File: config.mk
export PLATFORM = sky130hd
export DESIGN_NAME = mc_ctrl
export DESIGN_NICKNAME = d
export VERILOG_FILES = /design/src/rtl/mc_ctrl.sv
export SDC_FILE = /design/constraint.sdc
export NUM_CORES = 1
export LEC_CHECK = 0
export CORE_AREA = 2 2 66 68
export DETAILED_ROUTE_END_ITERATION = 8
export DIE_AREA = 0 0 68 70
export DONT_BUFFER_PORTS = 1
export HOLD_SLACK_MARGIN = 0.03
export PLACE_DENSITY = 0.73
export REMOVE_ABC_BUFFERS = 1
export SYNTH_ARGS = -nofsm -noshare
export SYNTH_HDL_FRONTEND = slang
export SYNTH_SLANG_ARGS = --single-unit
File: constraint.sdc
create_clock -name clk -period 2 [get_ports clk]
set_clock_uncertainty 0.15 [all_clocks]
set_input_delay 0.4 -clock clk [delete_from_list [all_inputs] [get_ports clk]]
set_output_delay 0.4 -clock clk [all_outputs]
set_load 0.03 [all_outputs]
File: src/rtl/mc_ctrl.sv
// Multicycle MIPS control FSM: decodes the latched instruction fields, drives the
// datapath enables and mux selects, and counts retired instructions.
module mc_ctrl #(
    parameter bit HALT_ON_ILLEGAL = 1'b1
) (
    input  logic        clk,
    input  logic        rst,
    input  logic [5:0]  op,
    input  logic [5:0]  funct,
    input  logic        zero,
    output logic        pc_wr,
    output logic        ir_wr,
    output logic        i_or_d,
    output logic        mem_wr,
    output logic        reg_wr,
    output logic        reg_dst,
    output logic        mem_to_reg,
    output logic        alu_src_a,
    output logic [1:0]  alu_src_b,
    output logic [2:0]  alu_ctrl,
    output logic [1:0]  pc_src,
    output logic [3:0]  state,
    output logic        instr_done,
    output logic        err,
    output logic [31:0] ret_cnt
);

    typedef enum logic [3:0] {
        S_FETCH  = 4'd0,
        S_DECODE = 4'd1,
        S_MEMADR = 4'd2,
        S_MEMRD  = 4'd3,
        S_MEMWB  = 4'd4,
        S_MEMWR  = 4'd5,
        S_EXEC   = 4'd6,
        S_ALUWB  = 4'd7,
        S_BEQ    = 4'd8,
        S_ADDIEX = 4'd9,
        S_ADDIWB = 4'd10,
        S_JUMP   = 4'd11,
        S_ERR    = 4'd15
    } state_t;

    localparam logic [5:0] OP_RTYPE = 6'b000000;
    localparam logic [5:0] OP_LW    = 6'b100011;
    localparam logic [5:0] OP_SW    = 6'b101011;
    localparam logic [5:0] OP_BEQ   = 6'b000100;
    localparam logic [5:0] OP_ADDI  = 6'b001000;
    localparam logic [5:0] OP_J     = 6'b000010;

    state_t      state_r;
    state_t      state_nxt_s;
    logic        is_store_r;
    logic [31:0] ret_cnt_r;
    logic        done_s;
    logic [3:0]  funct_dec_s;

    // R-type funct decode: {legal, alu_ctrl}
    function automatic logic [3:0] decode_funct(input logic [5:0] f);
        logic [3:0] r;
        case (f)
            6'b100000: r = {1'b1, 3'b010};
            6'b100010: r = {1'b1, 3'b110};
            6'b100100: r = {1'b1, 3'b000};
            6'b100101: r = {1'b1, 3'b001};
            6'b101010: r = {1'b1, 3'b111};
            default:   r = {1'b0, 3'b000};
        endcase
        return r;
    endfunction

    assign funct_dec_s = decode_funct(funct);

    // State register
    always_ff @(posedge clk or posedge rst) begin
        if (rst) begin
            state_r <= S_FETCH;
        end else begin
            state_r <= state_nxt_s;
        end
    end

    // MEMADR needs lw/sw after op has moved on, so remember it from DECODE
    always_ff @(posedge clk or posedge rst) begin
        if (rst) begin
            is_store_r <= 1'b0;
        end else if (state_r == S_DECODE) begin
            is_store_r <= (op == OP_SW);
        end else begin
            is_store_r <= is_store_r;
        end
    end

    // Retired-instruction counter, wraps naturally
    always_ff @(posedge clk or posedge rst) begin
        if (rst) begin
            ret_cnt_r <= 32'd0;
        end else if (done_s) begin
            ret_cnt_r <= ret_cnt_r + 32'd1;
        end else begin
            ret_cnt_r <= ret_cnt_r;
        end
    end

    // Next-state and Moore output decode (pc_wr in BEQ follows zero)
    always_comb begin
        state_nxt_s = state_r;
        pc_wr       = 1'b0;
        ir_wr       = 1'b0;
        i_or_d      = 1'b0;
        mem_wr      = 1'b0;
        reg_wr      = 1'b0;
        reg_dst     = 1'b0;
        mem_to_reg  = 1'b0;
        alu_src_a   = 1'b0;
        alu_src_b   = 2'b00;
        alu_ctrl    = 3'b000;
        pc_src      = 2'b00;
        err         = 1'b0;
        done_s      = 1'b0;
        case (state_r)
            S_FETCH: begin
                pc_wr       = 1'b1;
                ir_wr       = 1'b1;
                alu_src_b   = 2'b01;
                alu_ctrl    = 3'b010;
                state_nxt_s = S_DECODE;
            end
            S_DECODE: begin
                alu_src_b = 2'b11;
                alu_ctrl  = 3'b010;
                case (op)
                    OP_LW, OP_SW: state_nxt_s = S_MEMADR;
                    OP_BEQ:       state_nxt_s = S_BEQ;
                    OP_ADDI:      state_nxt_s = S_ADDIEX;
                    OP_J:         state_nxt_s = S_JUMP;
                    default:      state_nxt_s = S_ERR;
                endcase
                if (op == OP_RTYPE) begin
                    state_nxt_s = funct_dec_s[3] ? S_EXEC : S_ERR;
                end else begin
                    state_nxt_s = state_nxt_s;
                end
                // Non-halting build retires an illegal instruction as a NOP
                if ((state_nxt_s == S_ERR) && !HALT_ON_ILLEGAL) begin
                    state_nxt_s = S_FETCH;
                    done_s      = 1'b1;
                end else begin
                    done_s      = 1'b0;
                end
            end
            S_MEMADR, S_ADDIEX: begin
                alu_src_a   = 1'b1;
                alu_src_b   = 2'b10;
                alu_ctrl    = 3'b010;
                if (state_r == S_ADDIEX) begin
                    state_nxt_s = S_ADDIWB;
                end else begin
                    state_nxt_s = is_store_r ? S_MEMWR : S_MEMRD;
                end
            end
            S_MEMRD: begin
                i_or_d      = 1'b1;
                state_nxt_s = S_MEMWB;
            end
            S_MEMWB: begin
                reg_wr      = 1'b1;
                mem_to_reg  = 1'b1;
                done_s      = 1'b1;
                state_nxt_s = S_FETCH;
            end
            S_MEMWR: begin
                i_or_d      = 1'b1;
                mem_wr      = 1'b1;
                done_s      = 1'b1;
                state_nxt_s = S_FETCH;
            end
            S_EXEC: begin
                alu_src_a   = 1'b1;
                alu_ctrl    = funct_dec_s[2:0];
                state_nxt_s = S_ALUWB;
            end
            S_ALUWB: begin
                reg_wr      = 1'b1;
                reg_dst     = 1'b1;
                done_s      = 1'b1;
                state_nxt_s = S_FETCH;
            end
            S_ADDIWB: begin
                reg_wr      = 1'b1;
                done_s      = 1'b1;
                state_nxt_s = S_FETCH;
            end
            S_BEQ: begin
                alu_src_a   = 1'b1;
                alu_ctrl    = 3'b110;
                pc_src      = 2'b01;
                pc_wr       = zero;
                done_s      = 1'b1;
                state_nxt_s = S_FETCH;
            end
            S_JUMP: begin
                pc_wr       = 1'b1;
                pc_src      = 2'b10;
                done_s      = 1'b1;
                state_nxt_s = S_FETCH;
            end
            S_ERR: begin
                err         = 1'b1;
                state_nxt_s = S_ERR;
            end
            default: state_nxt_s = S_FETCH;
        endcase
    end

    assign state      = state_r;
    assign instr_done = done_s;
    assign ret_cnt    = ret_cnt_r;

endmodule
[Yosys cells after proc, flatten, opt, wreduce, memory -nomap -nowiden]
Cells that the tools add are included.
Storage, ports and cells
  word-level logic and storage cells: 56
  flip-flop bits (word level): 37
  output and inout port bits: 53
Cells by class
  reductions and logical operators: 10
  muxes and demuxes: 20
  equality and inequality tests: 22
  $add $sub $neg: 1
Operators with widths (count)
  $eq A6 B6 Y1 const B: 7
  $add A32 B1 Y32 const B: 1
  $pmux W4 S6: 1
  $eq A4 B4 Y1 const B: 5
  $pmux W4 S5: 1
  $eq A4 B3 Y1 const B: 4
  $pmux W4 S4: 1
  $mux W4: 3
  $mux W1: 9
  $pmux W3 S3: 1
  $eq A4 B2 Y1 const B: 2
  $reduce_or A2 Y1: 4
  $reduce_or A4 Y1: 2
  $eq A6 B2 Y1 const B: 1
  $eq A6 B3 Y1 const B: 1
  $eq A6 B4 Y1 const B: 1
  $logic_not A6 Y1: 1
  $pmux W2 S3: 1
  $reduce_or A6 Y1: 1
  $eq A4 B1 Y1 const B: 1
  $logic_not A4 Y1: 1
  $pmux W2 S2: 1
  $mux W3: 1
  $reduce_or A3 Y1: 1
  $pmux W1 S2: 1

[Logic depth before layout (Yosys ltp)]
  depth after elaboration: 5
  gate-level depth with buffers: 7
  depth with buffers taken out: 5

[Worst setup path after synthesis]
Ideal clock, no wire load.
  path type: reg-to-output
  start point: reg state_r[0], in the netlist state[0]
  end point: out alu_ctrl[2]
  arrival time: 2.041 ns
  setup slack: -0.591 ns
  data required time: 1.450 ns
  stages on the path, launching flop included: 5
  cells stage by stage: dfrtp_1 > buf_2 > buf_1 > nor3_1 > o21bai_1
Between the ends
  cells in the longest elaborated chain, start to end: 3
  elaborated cells on any way between the ends: 8
  classes of those cells: eq/ne: 5; mux: 1; reduce/logical: 2
Ends and longest elaborated chain
  start: declaration: line 51  | state_t state_r;
  start signal: assignment: line 79  | state_r <= state_nxt_s;
  $eq A4 B1 Y1 (tied with other cells): line 121  | case (state_r)
  $reduce_or A4 Y1 (no source line)
  $pmux W3 S3 (*): line 121
  end: declaration: line 20  | output logic [2:0] alu_ctrl,
Mark *: on every way between the ends. The rest lies on a longest branch, timed or not.

[Final worst setup path]
  start point: reg state_r[3], in the netlist state[3]
  end point: out alu_ctrl[1]
Same word-level chain as after synthesis.

==> flow_metrics.env <==
export IMPL_status="finished, violations left"
export IMPL_violations="setup timing"
export IMPL_cpMaxStageDelayCell="or4_1"
export IMPL_ys_warn_count=0
export IMPL_ys_ff_latch=37
export IMPL_crit_arrival_ns=1.88
export IMPL_start_kind="flop"
export IMPL_yosys_area_share_adder=0.00588
export IMPL_via_count=1954
export IMPL_grt_ovfl_total=0
export IMPL_regArea_sq_um=927
export IMPL_nets=303
export IMPL_synth_simple_area_share=0.311
export IMPL_crit_path_max_incr_delay_ns=0.48
export IMPL_final_area_sq_um=3040
export IMPL_yosys_area_share_xor_xnor=0.136
export IMPL_async_flop_share=1.00
export IMPL_pre_cts_slack_ns=-0.0928
export IMPL_maxSlewHeadroom=0.677
export IMPL_first_global_vias=1875
export IMPL_wire_per_inst_microns=16.4
export IMPL_finalSetupViolCount=14
export IMPL_grt_pass1_wl_microns=8460
export IMPL_core_area_sq_um=4140
export IMPL_dp_hpwl_microns=3600
export IMPL_grtUsageTotal=0.228
export IMPL_synth_compound_area_frac=0.0664
export IMPL_synth_top_flop_cell="dfrtp_1"
export IMPL_synth_edff_count=0
export IMPL_maxCapViolCount=0
export IMPL_syn_inst=223
export IMPL_fin_crit_sh=1.21
export IMPL_synth_top_family_by_area="simple AND/OR/NAND/NOR gates"
export IMPL_final_common_cell="buf_4"
export IMPL_fmax_ghz=0.412
export IMPL_portBuffers=0
export IMPL_grt_max_degree=38
export IMPL_place_gp_congestion=0.792
export IMPL_antenna_found_initial=0
export IMPL_die_h_microns=70
export IMPL_tritoncts="built"
export IMPL_crit_fanout=2
export IMPL_antenna_diode_count=0
export IMPL_worstPathRequired_ns=1.45
export IMPL_period_minus_slack_ns=2.43
export IMPL_htreeDepth=2
export IMPL_critPathCaptureType="output port"
export IMPL_rows=24
export IMPL_dp_cells=321
export IMPL_syn_area_per_cell_sq_um=9.55
export IMPL_dieArea_sq_um=4760
export IMPL_hold_path_class="in -> reg"
export IMPL_worstSetupPathType="reg -> out"
export IMPL_cts_buffers=5
export IMPL_clkLatencyLatePin_ns=0.29
export IMPL_multiInputGateArea_sq_um=1310
export IMPL_muxShareOfSynthArea=0.0153
export IMPL_die_width_microns=68
export IMPL_crit_chain="nand2b_4 -> nor3b_2 -> nand2_1 -> or4_1 -> o21ai_1 -> buf_4"
export IMPL_dr_pass1_iters=4
export IMPL_power_mw=1.55
export IMPL_initial_utilization=0.514
export IMPL_drtIter0Drc=101
export IMPL_pwr_density_cell_nw_per_um2=510
export IMPL_synthToLayoutAreaGrowth_pct=42.9
export IMPL_instances_no_fill=340
export IMPL_syn_cell_area_sq_um=2130
export IMPL_viasPerCell=5.75
export IMPL_final_cell_mix="48 x buf_4, 36 x dfrtp_1, 21 x nor2_1"
export IMPL_drive_above_1_share=0.385
export IMPL_yosysSeqAreaShare=0.435
export IMPL_path_clk_slew_ns=0.08
export IMPL_io_pins=68
export IMPL_worst_slack_ns=-0.425
export IMPL_tightest_slew_ns=0.481
export IMPL_final_fill_count=282
export IMPL_leakagePower_nw=1.53
export IMPL_yosysUniqueCellTypes=44
export IMPL_ir_drop_mv=0.628
export IMPL_rsz0062_at_grt="yes"
export IMPL_hold_viol=0
export IMPL_root_buffer="clkbuf_8"
export IMPL_wirelength_microns=5580
export IMPL_clock_sinks=37
export IMPL_ant_nets=0
export IMPL_clk_path_buf_depth=2
export IMPL_dpl_cell_area_sq_um=2560
export IMPL_slew_violations=0
export IMPL_drc=0
-- sequential cells by signal, summed over array words and instances, names as in the netlist --
name / cells
ret_cnt: 32
state: 4
is_store_r: 1
-- report_power, final --
group	total, mW	leakage (nW)	internal [mW]	switching, mW
logic	0.0332	0.975	0.0117	0.0214
registers	0.747	0.491	0.747	0
clock network	0.771	0.0681	0.496	0.275
total	1.55	1.53	1.25	0.297
-- repair_timing --
action | in CTS | in global routing
pin swaps | 5 | 9
setup endpoints to repair | 19 | 31
hold buffers | 1 | 0
setup buffers | 7 | 3
gates resized for setup | 28 | 37
hold endpoints to repair | 37 | 0
-- logic make-up after synthesis --
| kind of cell | Yosys count |
|---|---|
| AO/OA/AOI/OAI | 22 |
| XOR/XNOR | 33 |
| adder cells (fa/ha/maj) | 1 |
| buffers and inverters | 13 |
| flip-flops | 37 |
| multiplexers | 3 |
| AND/OR/NAND/NOR | 114 |
-- cell usage after synthesis (2+ instances only) --
cell type | n | share of area
nor3_1 | 8 | 0.019
a31oi_1 | 2 | 0.0059
nand2b_1 | 3 | 0.0088
dfrtp_1 | 37 | 0.43
a21oi_1 | 5 | 0.012
clkbuf_1 | 4 | 0.0070
buf_1 | 2 | 0.0035
xnor2_1 | 20 | 0.082
nor2_1 | 24 | 0.042
a211oi_1 | 2 | 0.0070
and4_1 | 2 | 0.0082
o21ai_0 | 6 | 0.014
buf_6 | 2 | 0.011
nand3_1 | 16 | 0.038
xor2_1 | 13 | 0.053
o21bai_1 | 2 | 0.0070
nand4_1 | 10 | 0.029
and3_1 | 12 | 0.035
nor3b_1 | 2 | 0.0070
nand4b_1 | 2 | 0.0082
nor2b_1 | 3 | 0.0088
nand2_1 | 17 | 0.030
and2_1 | 4 | 0.012
mux2_2 | 2 | 0.011
inv_1 | 4 | 0.0070
-- cell type report --
class | instances | area share
multi-input combinational | 173 | 0.429
timing repair buffer | 66 | 0.196
clock inverter | 3 | 0.0214
clock buffer | 5 | 0.0226
sequential | 37 | 0.305
inverter | 4 | 0.00493
tap | 52 | 0.0214
-- per-stage QoR --
step,hold WS (ns),TNS (ns),utilization
6_report,0.105,-1.37,0.735
5_1_grt,0.102,-3.22,0.735
4_1_cts,0.0946,-0.727,0.690
3_5_place_dp,0.283,-0.201,0.617
3_3_place_gp,0.274,-0.0216,0.617
2_1_floorplan,0.317,-12.43,-
-- layer usage --
layer  part of all wire  routed length, microns  GRT usage
met5                  0                       0          0
met4              0.020                     114     0.0911
met3              0.062                     344     0.0499
met2               0.53                    2940      0.374
met1               0.39                    2180      0.286
-- critical path: cells and delay by family, from the launching register on --
| family | cells | cell delay [ns] |
|---|---|---|
| flops | 1 | 0.38 |
| buf+inv | 1 | 0.18 |
| simple gates | 4 | 0.91 |
| compound gates | 1 | 0.10 |
-- path summary, 6_finish.rpt --
path | to | slack, ns | start | cells after the start
max | alu_ctrl[1] | -0.43 | state[3] | 6
min | is_store_r | 0.10 | op[3] | 2
max reg2reg | ret_cnt[16] | -0.01 | state[2] | 9
min reg2reg | is_store_r | 0.36 | is_store_r | 2
max in group asynchronous | state[0] | 0.82 | rst | 3
min in group asynchronous | ret_cnt[31] | 0.52 | rst | 3
(Power assumes the default switching activity.)
